### src/rtl/vector_load_store_packed.sv
//------------------------------------------------------------------------------
// Module   : vector_load_store_packed
// Brief    : Moves one D-element vector between the vector register file and
//            DDR, packing DDR_DATA_WIDTH/ELEM_WIDTH elements per DDR word.
//            Optional macro VLS_STRIDE_EN adds stride_i as the word step.
// Revision : 1.0 - initial release
//------------------------------------------------------------------------------
`default_nettype none

package vector_load_store_packed_pkg;
    typedef enum logic [1:0] {
        LDV = 2'b01,
        SV  = 2'b10
    } load_store_operation_t;
endpackage

module vector_load_store_packed
    import vector_load_store_packed_pkg::*;
#(
    parameter int D              = 16,
    parameter int ELEM_WIDTH     = 16,
    parameter int DDR_DATA_WIDTH = 64,
    parameter int DDR_ADDR_WIDTH = 32
) (
    input  logic                      clk_i,
    input  logic                      rst_i,
    output logic                      in_ready_o,
    input  logic                      in_valid_i,
    input  load_store_operation_t     op_i,
    input  logic [DDR_ADDR_WIDTH-1:0] base_addr_i,
`ifdef VLS_STRIDE_EN
    input  logic [DDR_ADDR_WIDTH-1:0] stride_i,
`endif
    output logic                      done_o,
    output logic [$clog2(D)-1:0]      vector_addr_o,
    input  logic [ELEM_WIDTH-1:0]     vector_r_data_i,
    output logic [ELEM_WIDTH-1:0]     vector_w_data_o,
    output logic                      vector_w_en_o,
    output logic [DDR_ADDR_WIDTH-1:0] ddr_address_o,
    output logic                      ddr_r_en_o,
    input  logic [DDR_DATA_WIDTH-1:0] ddr_r_data_i,
    input  logic                      ddr_r_valid_i,
    output logic                      ddr_w_en_o,
    output logic [DDR_DATA_WIDTH-1:0] ddr_w_data_o,
    input  logic                      ddr_w_done_i
);

    localparam int c_L      = DDR_DATA_WIDTH / ELEM_WIDTH;
    localparam int c_W      = D / c_L;
    localparam int c_LANE_W = (c_L > 1) ? $clog2(c_L) : 1;
    localparam int c_WORD_W = (c_W > 1) ? $clog2(c_W) : 1;
    localparam int c_VA_W   = $clog2(D);

    localparam logic [c_LANE_W-1:0] c_LANE_LAST = c_LANE_W'(c_L - 1);
    localparam logic [c_WORD_W-1:0] c_WORD_LAST = c_WORD_W'(c_W - 1);

    localparam logic [2:0] c_ST_IDLE      = 3'd0;
    localparam logic [2:0] c_ST_LD_REQ    = 3'd1;
    localparam logic [2:0] c_ST_LD_WAIT   = 3'd2;
    localparam logic [2:0] c_ST_LD_UNPACK = 3'd3;
    localparam logic [2:0] c_ST_ST_GATHER = 3'd4;
    localparam logic [2:0] c_ST_ST_WRITE  = 3'd5;
    localparam logic [2:0] c_ST_ST_WAIT   = 3'd6;
    localparam logic [2:0] c_ST_DONE      = 3'd7;

    generate
        if (DDR_DATA_WIDTH % ELEM_WIDTH != 0) begin : g_chk_width
            $error("DDR_DATA_WIDTH must be a multiple of ELEM_WIDTH");
        end
        if (D % c_L != 0) begin : g_chk_length
            $error("D must be a multiple of DDR_DATA_WIDTH/ELEM_WIDTH");
        end
    endgenerate

    logic [2:0]                r_state;
    logic [2:0]                w_state_next;
    logic [c_WORD_W-1:0]       r_word_cnt;
    logic [c_LANE_W-1:0]       r_lane_cnt;
    logic [c_VA_W-1:0]         r_elem_idx;
    logic [DDR_ADDR_WIDTH-1:0] r_addr;
    logic [DDR_ADDR_WIDTH-1:0] w_step;
    logic [DDR_DATA_WIDTH-1:0] r_rd_buf;
    logic [DDR_DATA_WIDTH-1:0] r_wr_buf;
    logic [DDR_DATA_WIDTH-1:0] w_wr_buf_next;
    logic                      w_last_lane;
    logic                      w_last_word;

    assign w_last_lane = (r_lane_cnt == c_LANE_LAST);
    assign w_last_word = (r_word_cnt == c_WORD_LAST);

`ifdef VLS_STRIDE_EN
    logic [DDR_ADDR_WIDTH-1:0] r_stride;

    always_ff @(posedge clk_i) begin
        if (rst_i) begin
            r_stride <= '0;
        end else if (in_valid_i && (r_state == c_ST_IDLE)) begin
            r_stride <= stride_i;
        end
    end

    assign w_step = r_stride;
`else
    assign w_step = DDR_ADDR_WIDTH'(1);
`endif

    // Gathered elements enter at the top lane so that after L shifts lane 0
    // sits at the bottom of the word.
    generate
        if (c_L > 1) begin : g_multi_lane
            assign w_wr_buf_next = {vector_r_data_i, r_wr_buf[DDR_DATA_WIDTH-1:ELEM_WIDTH]};
        end else begin : g_single_lane
            assign w_wr_buf_next = vector_r_data_i;
        end
    endgenerate

    always_ff @(posedge clk_i) begin
        if (rst_i) begin
            r_state <= c_ST_IDLE;
        end else begin
            r_state <= w_state_next;
        end
    end

    always_comb begin
        w_state_next = r_state;
        case (r_state)
            c_ST_IDLE: begin
                if (in_valid_i) begin
                    case (op_i)
                        LDV:     w_state_next = c_ST_LD_REQ;
                        SV:      w_state_next = c_ST_ST_GATHER;
                        default: w_state_next = c_ST_DONE;
                    endcase
                end
            end
            c_ST_LD_REQ:  w_state_next = c_ST_LD_WAIT;
            c_ST_LD_WAIT: begin
                if (ddr_r_valid_i) w_state_next = c_ST_LD_UNPACK;
            end
            c_ST_LD_UNPACK: begin
                if (w_last_lane) w_state_next = w_last_word ? c_ST_DONE : c_ST_LD_REQ;
            end
            c_ST_ST_GATHER: begin
                if (w_last_lane) w_state_next = c_ST_ST_WRITE;
            end
            c_ST_ST_WRITE: w_state_next = c_ST_ST_WAIT;
            c_ST_ST_WAIT: begin
                if (ddr_w_done_i) w_state_next = w_last_word ? c_ST_DONE : c_ST_ST_GATHER;
            end
            c_ST_DONE:     w_state_next = c_ST_IDLE;
            default:       w_state_next = c_ST_IDLE;
        endcase
    end

    // Datapath: counters, address accumulator and packing buffers.
    always_ff @(posedge clk_i) begin
        if (rst_i) begin
            r_word_cnt <= '0;
            r_lane_cnt <= '0;
            r_elem_idx <= '0;
            r_addr     <= '0;
            r_rd_buf   <= '0;
            r_wr_buf   <= '0;
        end else begin
            case (r_state)
                c_ST_IDLE: begin
                    if (in_valid_i) begin
                        r_addr     <= base_addr_i;
                        r_word_cnt <= '0;
                        r_lane_cnt <= '0;
                        r_elem_idx <= '0;
                    end
                end
                c_ST_LD_WAIT: begin
                    if (ddr_r_valid_i) begin
                        r_rd_buf   <= ddr_r_data_i;
                        r_lane_cnt <= '0;
                    end
                end
                c_ST_LD_UNPACK, c_ST_ST_GATHER: begin
                    r_elem_idx <= r_elem_idx + c_VA_W'(1);
                    if (r_state == c_ST_LD_UNPACK) begin
                        r_rd_buf <= r_rd_buf >> ELEM_WIDTH;
                    end else begin
                        r_wr_buf <= w_wr_buf_next;
                    end
                    if (w_last_lane) begin
                        r_lane_cnt <= '0;
                        if ((r_state == c_ST_LD_UNPACK) && !w_last_word) begin
                            r_word_cnt <= r_word_cnt + c_WORD_W'(1);
                            r_addr     <= r_addr + w_step;
                        end
                    end else begin
                        r_lane_cnt <= r_lane_cnt + c_LANE_W'(1);
                    end
                end
                c_ST_ST_WAIT: begin
                    if (ddr_w_done_i && !w_last_word) begin
                        r_word_cnt <= r_word_cnt + c_WORD_W'(1);
                        r_addr     <= r_addr + w_step;
                    end
                end
                default: ;
            endcase
        end
    end

    always_comb begin
        in_ready_o      = (r_state == c_ST_IDLE);
        done_o          = (r_state == c_ST_DONE);
        ddr_r_en_o      = (r_state == c_ST_LD_REQ);
        ddr_w_en_o      = (r_state == c_ST_ST_WRITE);
        vector_w_en_o   = (r_state == c_ST_LD_UNPACK);
        ddr_address_o   = r_addr;
        ddr_w_data_o    = r_wr_buf;
        vector_addr_o   = r_elem_idx;
        vector_w_data_o = r_rd_buf[ELEM_WIDTH-1:0];
    end

endmodule

`default_nettype wire

### config.mk
export PLATFORM = sky130hd
export DESIGN_NAME = vector_load_store_packed
export DESIGN_NICKNAME = d
export VERILOG_FILES = /design/src/rtl/vector_load_store_packed.sv
export SDC_FILE = /design/constraint.sdc
export NUM_CORES = 1
export LEC_CHECK = 0
export CORE_UTILIZATION = 51
export DETAILED_ROUTE_END_ITERATION = 10
export HOLD_SLACK_MARGIN = 0.1
export PLACE_DENSITY_LB_ADDON = 0.08
export REMOVE_ABC_BUFFERS = 1
export SETUP_SLACK_MARGIN = 0.4
export SYNTH_ARGS = -nofsm -noshare
export SYNTH_HDL_FRONTEND = slang
export SYNTH_SLANG_ARGS = --single-unit
### constraint.sdc
create_clock -name clk_i -period 3.9 [get_ports clk_i]
set_input_delay 0.78 -clock clk_i [delete_from_list [all_inputs] [get_ports clk_i]]
set_output_delay 0.78 -clock clk_i [all_outputs]
set_load 0.01 [all_outputs]
Word-level counts from Yosys, hierarchy flattened
Index checks and enable logic that the tools add are counted.
{ "op_classes": {"n_bitwise": 1, "addsub": 4, "reduce_logical": 15, "eq_ne": 20, "muxes": 27} }
{ "op_table": {"columns": ["op", "n"], "rows": [
  ["$mux 32", 4],
  ["$mux 64", 2],
  ["$pmux 64 s2", 1],
  ["$pmux 32 s3", 1],
  ["$add 32x1->32 const B", 1],
  ["$pmux 3 s8", 1],
  ["$mux 3", 6],
  ["$mux 2", 7],
  ["$ne 2x2->1 const B", 7],
  ["$eq 3x3->1 const B", 4],
  ["$pmux 2 s3", 2],
  ["$reduce_and 5->1", 2],
  ["$pmux 4 s2", 1],
  ["$eq 2x2->1 const B", 3],
  ["$eq 3x2->1 const B", 2],
  ["$pmux 3 s2", 1],
  ["$reduce_and 3->1", 2],
  ["$reduce_bool 3->1", 2],
  ["$add 2x1->2 const B", 2],
  ["$add 4x1->4 const B", 1],
  ["$mux 4", 1],
  ["$ne 2x1->1 const B", 2],
  ["$reduce_and 2->1", 2],
  ["$reduce_bool 2->1", 2],
  ["other kinds (7)", 8]
]} }
{ "word_totals": {"input_bits": 119, "regBits": 171, "out_inout_bits": 121} }

Logic depth before layout (Yosys ltp)
{ "depth": {"ltp_word": 6, "depth_mapped": 8, "ltp_nobuf": 6} }

Worst setup path after synthesis
No wires, ideal clock.
{ "synth_path": {"path_type": "reg2reg", "from": "reg r_addr[6], in the netlist ddr_address_o[6]", "to": "reg r_addr[25], in the netlist ddr_address_o[25]", "arrival_ns": 2.194, "n_path_buf": 2, "stages_incl_launch_ff": 8, "period_less_slack_ns": 2.311, "slack_ns": 1.589, "setup_time_ns": 0.117, "required_time_ns": 3.783, "path_cell_list": "dfxtp_1 > buf_4 > nand3_1 > or4_1 > buf_2 > or4_4 > a21o_1 > a32o_1"} }
{ "synth_between": {"elab_chain_len": 4, "word_cells_on_any_way": 5, "classes_between": "1 x add/sub; 4 x mux"} }
{ "synth_rtl": {"columns": ["item", "line_no", "text"], "rows": [
  ["start, declared", "80", "logic [DDR_ADDR_WIDTH-1:0] r_addr;"],
  ["start signal, assigned", "169", "r_addr <= base_addr_i;"],
  ["start signal, assigned", "192", "r_addr <= r_addr + w_step;"],
  ["start signal, assigned", "201", "r_addr <= r_addr + w_step;"],
  ["$add 32x1->32 (*)", "192, 201", null],
  ["$mux 32", "190", "if ((r_state == c_ST_LD_UNPACK) && !w_last_word) begin"],
  ["$mux 32", "188", "if (w_last_lane) begin"],
  ["$pmux 32 s3 (*)", "166", "case (r_state)"]
]} }
Every way passes the cells marked *; elsewhere a longest branch is shown, timed or not. The select of a mux whose other input is x is not followed.
A chain may end at the register's enable or synchronous reset.

Final worst setup path
{ "layout_path": {"from": "reg r_state[1]", "to": "out vector_w_en_o"} }
{ "layout_between": {"elab_chain_len": 1} }
{ "layout_rtl": {"columns": ["item", "line_no", "text"], "rows": [
  ["start, declared", "75", "logic [2:0] r_state;"],
  ["start signal, assigned", "119", "r_state <= c_ST_IDLE;"],
  ["start signal, assigned", "121", "r_state <= w_state_next;"],
  ["$eq 3x2->1", "214", "vector_w_en_o = (r_state == c_ST_LD_UNPACK);"],
  ["end, declared", "38", "output logic vector_w_en_o,"]
]} }
No other way between the ends.

==> metrics.txt <==
status=complete, no violations; DIE AREA=15560 um^2; Worst IR Drop VDD=0.4728 mV; largest net degree at the start of global routing=97; max cap viols=0; worst setup margin=802.7 ps; CTS sink cnt=171; RePlAce Congestion=0.9213; Netlist Area Pre-Place=7682 um^2; fraction of registers with async set/reset=0; synth top area cells=dfxtp_1 (45%), nand2_1 (11%), a21oi_1 (5.8%); Top delay family on crit path=buffers and inverters; Final min period=3097 ps; Slew Viols, Final=0; number of global-route vias before repair=7049; # IOs=240; final hold violations=0; Tot GR Track Use=0.2752; post-synthesis cell type count=57; H-tree depth=4; Core ar.=14590 um^2; gr ovfl total=0; Via density=5.696; chip width=124.7 um; number of synthesized flops with an enable pin=0; share of cells above drive strength 1=0.05183; WL/cell=16.02 um; root buf cell=clkbuf_16; Critical Path Fanout Max=19; post-detail-place hpwl=14260 um; CP bufs+invs=3; share of the synthesized area in the top cell type=0.4456; RSZ-0062 raised after global routing=false; CTS Buf Count=17; r2r setup slk=1280 ps; Worst-path clk slew=70 ps; cell taking the most area after synthesis=dfxtp_1; period utilisation layout=0.7942; setup repair bufs after CTS=0; Routed WL=21820 um; initial antenna violation count=1; Leak=3.623 nW; HP Class=reg2reg; Post-DP Area=10000 um^2; Layout Nets=1291; Worst-Skew Late Latency=420 ps; worst path cell trace=nand3b_1, buf_4, inv_1, clkdlybuf4s50_1; Synth Flop Type=dfxtp_1; 1st-pass router iterations=5; syn_area_per_cell=7.752 um^2; power density cells=656.9 nW/um^2; Req. time, crit path=3120 ps; CTS tree=built; WP data arrival=2320 ps; CP endpoint kind=output pin; DR vias=7758; slowest stage delay, CP=750 ps; DR iter-0 viols=569; Synth Instances=991; clk buf depth=2; Worst setup SP type=flop; worst hold margin=453.8 ps; top cells by count, synth=nand2_1 (227), dfxtp_1 (171), nor2_1 (93); area delta synth->final=38.14%; Routed Antenna Nets=0; final setup violating endpoints=0; Yosys reg bits=171; register area share after synthesis=0.4456; Slew HR=0.2256; worst slew pin tran=1157 ps; Setup CP Type=reg2out; Starting Density=0.5266; first-pass GRT wire length=35000 um; Post-route DRC=0; row count=44; CTS resizes=0; slowest stage cell on the critical path=dfxtp_1; Die Y=124.7 um; final instance area=10610 um^2; Ys Warns=0; maximum clock frequency=322.9 MHz; # fillers=1177; count leader, synth=nand2_1; final clock skew=7.896 ps; pre-CTS setup slack=857.4 ps; port bufs=239; CTS hold repair buffers=0
metrics by stage:
stage / utilization / std cells / total power (W) / TNS, ps
floorplan: - / 891 / 0.004036 / -2696
global placement: 0.6858 / 1330 / 0.005194 / 0
detailed placement: 0.6858 / 1330 / 0.005238 / 0
CTS: 0.7273 / 1361 / 0.006988 / 0
global route: 0.7274 / 1362 / 0.007396 / 0
finish: 0.7274 / 1362 / 0.006972 / 0
placed cells by master (no fill, tap or decap), types with 5 or more instances in the layout:
cell type and n:
a211oi_1 9, a21o_1 8, a21oi_1 89, a22oi_1 17, a311oi_1 50, a32o_1 6
and3_1 6, buf_4 17, clkbuf_16 17, clkdlybuf4s50_1 238, dfxtp_1 171, ha_1 7
inv_1 10, nand2_1 226, nand3_1 67, nand4_1 13, nor2_1 91, nor3_1 12
nor4_1 5, o21ai_0 21, o22ai_1 5, o31ai_1 11
where the power goes:
part | internal (W) | switching (W)
clock network | 0.00103 | 0.000712
registers | 0.00209 | 0.000360
logic | 0.00117 | 0.00162
logic make-up after synthesis:
group	after synthesis	synth area share
and+or+nand+nor	450	0.2542
AOI/OAI and AO/OA	247	0.2189
DFF	171	0.4456
buffers and inverters	110	0.06254
adders and majority gates	8	0.01270
xor gates and xnor gates	3	0.003421
muxes	2	0.002606
cell type report:
class,count,area [um^2],area share
multi-input cells,710,3804,0.3584
flip-flops and latches,171,3423,0.3226
repair buffers,255,2510,0.2365
clock buffers,18,439.2,0.04138
well taps,184,230.2,0.02169
clock inverters,13,166.4,0.01568
inverters,10,37.54,0.003537
diodes,1,2.502,0.0002358
path summary, 6_finish.rpt:
kind              startpoint         endpoint  cells past startpoint
max               r_state[1]    vector_w_en_o                      4
min          ddr_w_data_o[6]  ddr_w_data_o[6]                      2
max reg2reg       r_state[1]     r_rd_buf[59]                      5
min reg2reg  ddr_w_data_o[6]  ddr_w_data_o[6]                      2
sequential cells by signal (all words and copies together) (netlist names):
| signal | cells |
|---|---|
| r_state | 3 |
| vector_addr_o | 4 |
| r_lane_cnt | 2 |
| r_rd_buf | 64 |
| r_word_cnt | 2 |
| ddr_address_o | 32 |
| ddr_w_data_o | 64 |
tightest hold or removal path: stages, from the launching register on:
cell and delay, ps:
dfxtp_1 310, nand2_1 50, a21oi_1 50
per-layer routing:
| metal | share of wire | GRT usage | vias up |
|---|---|---|---|
| li1 | - | - | 3851 |
| met1 | 0.43 | 0.3627 | 3571 |
| met2 | 0.47 | 0.4420 | 302 |
| met3 | 0.071 | 0.04983 | 34 |
| met4 | 0.025 | 0.1134 | 0 |
| met5 | 0 | 0 | - |
No activity file was read; power rests on OpenSTA's default activity.
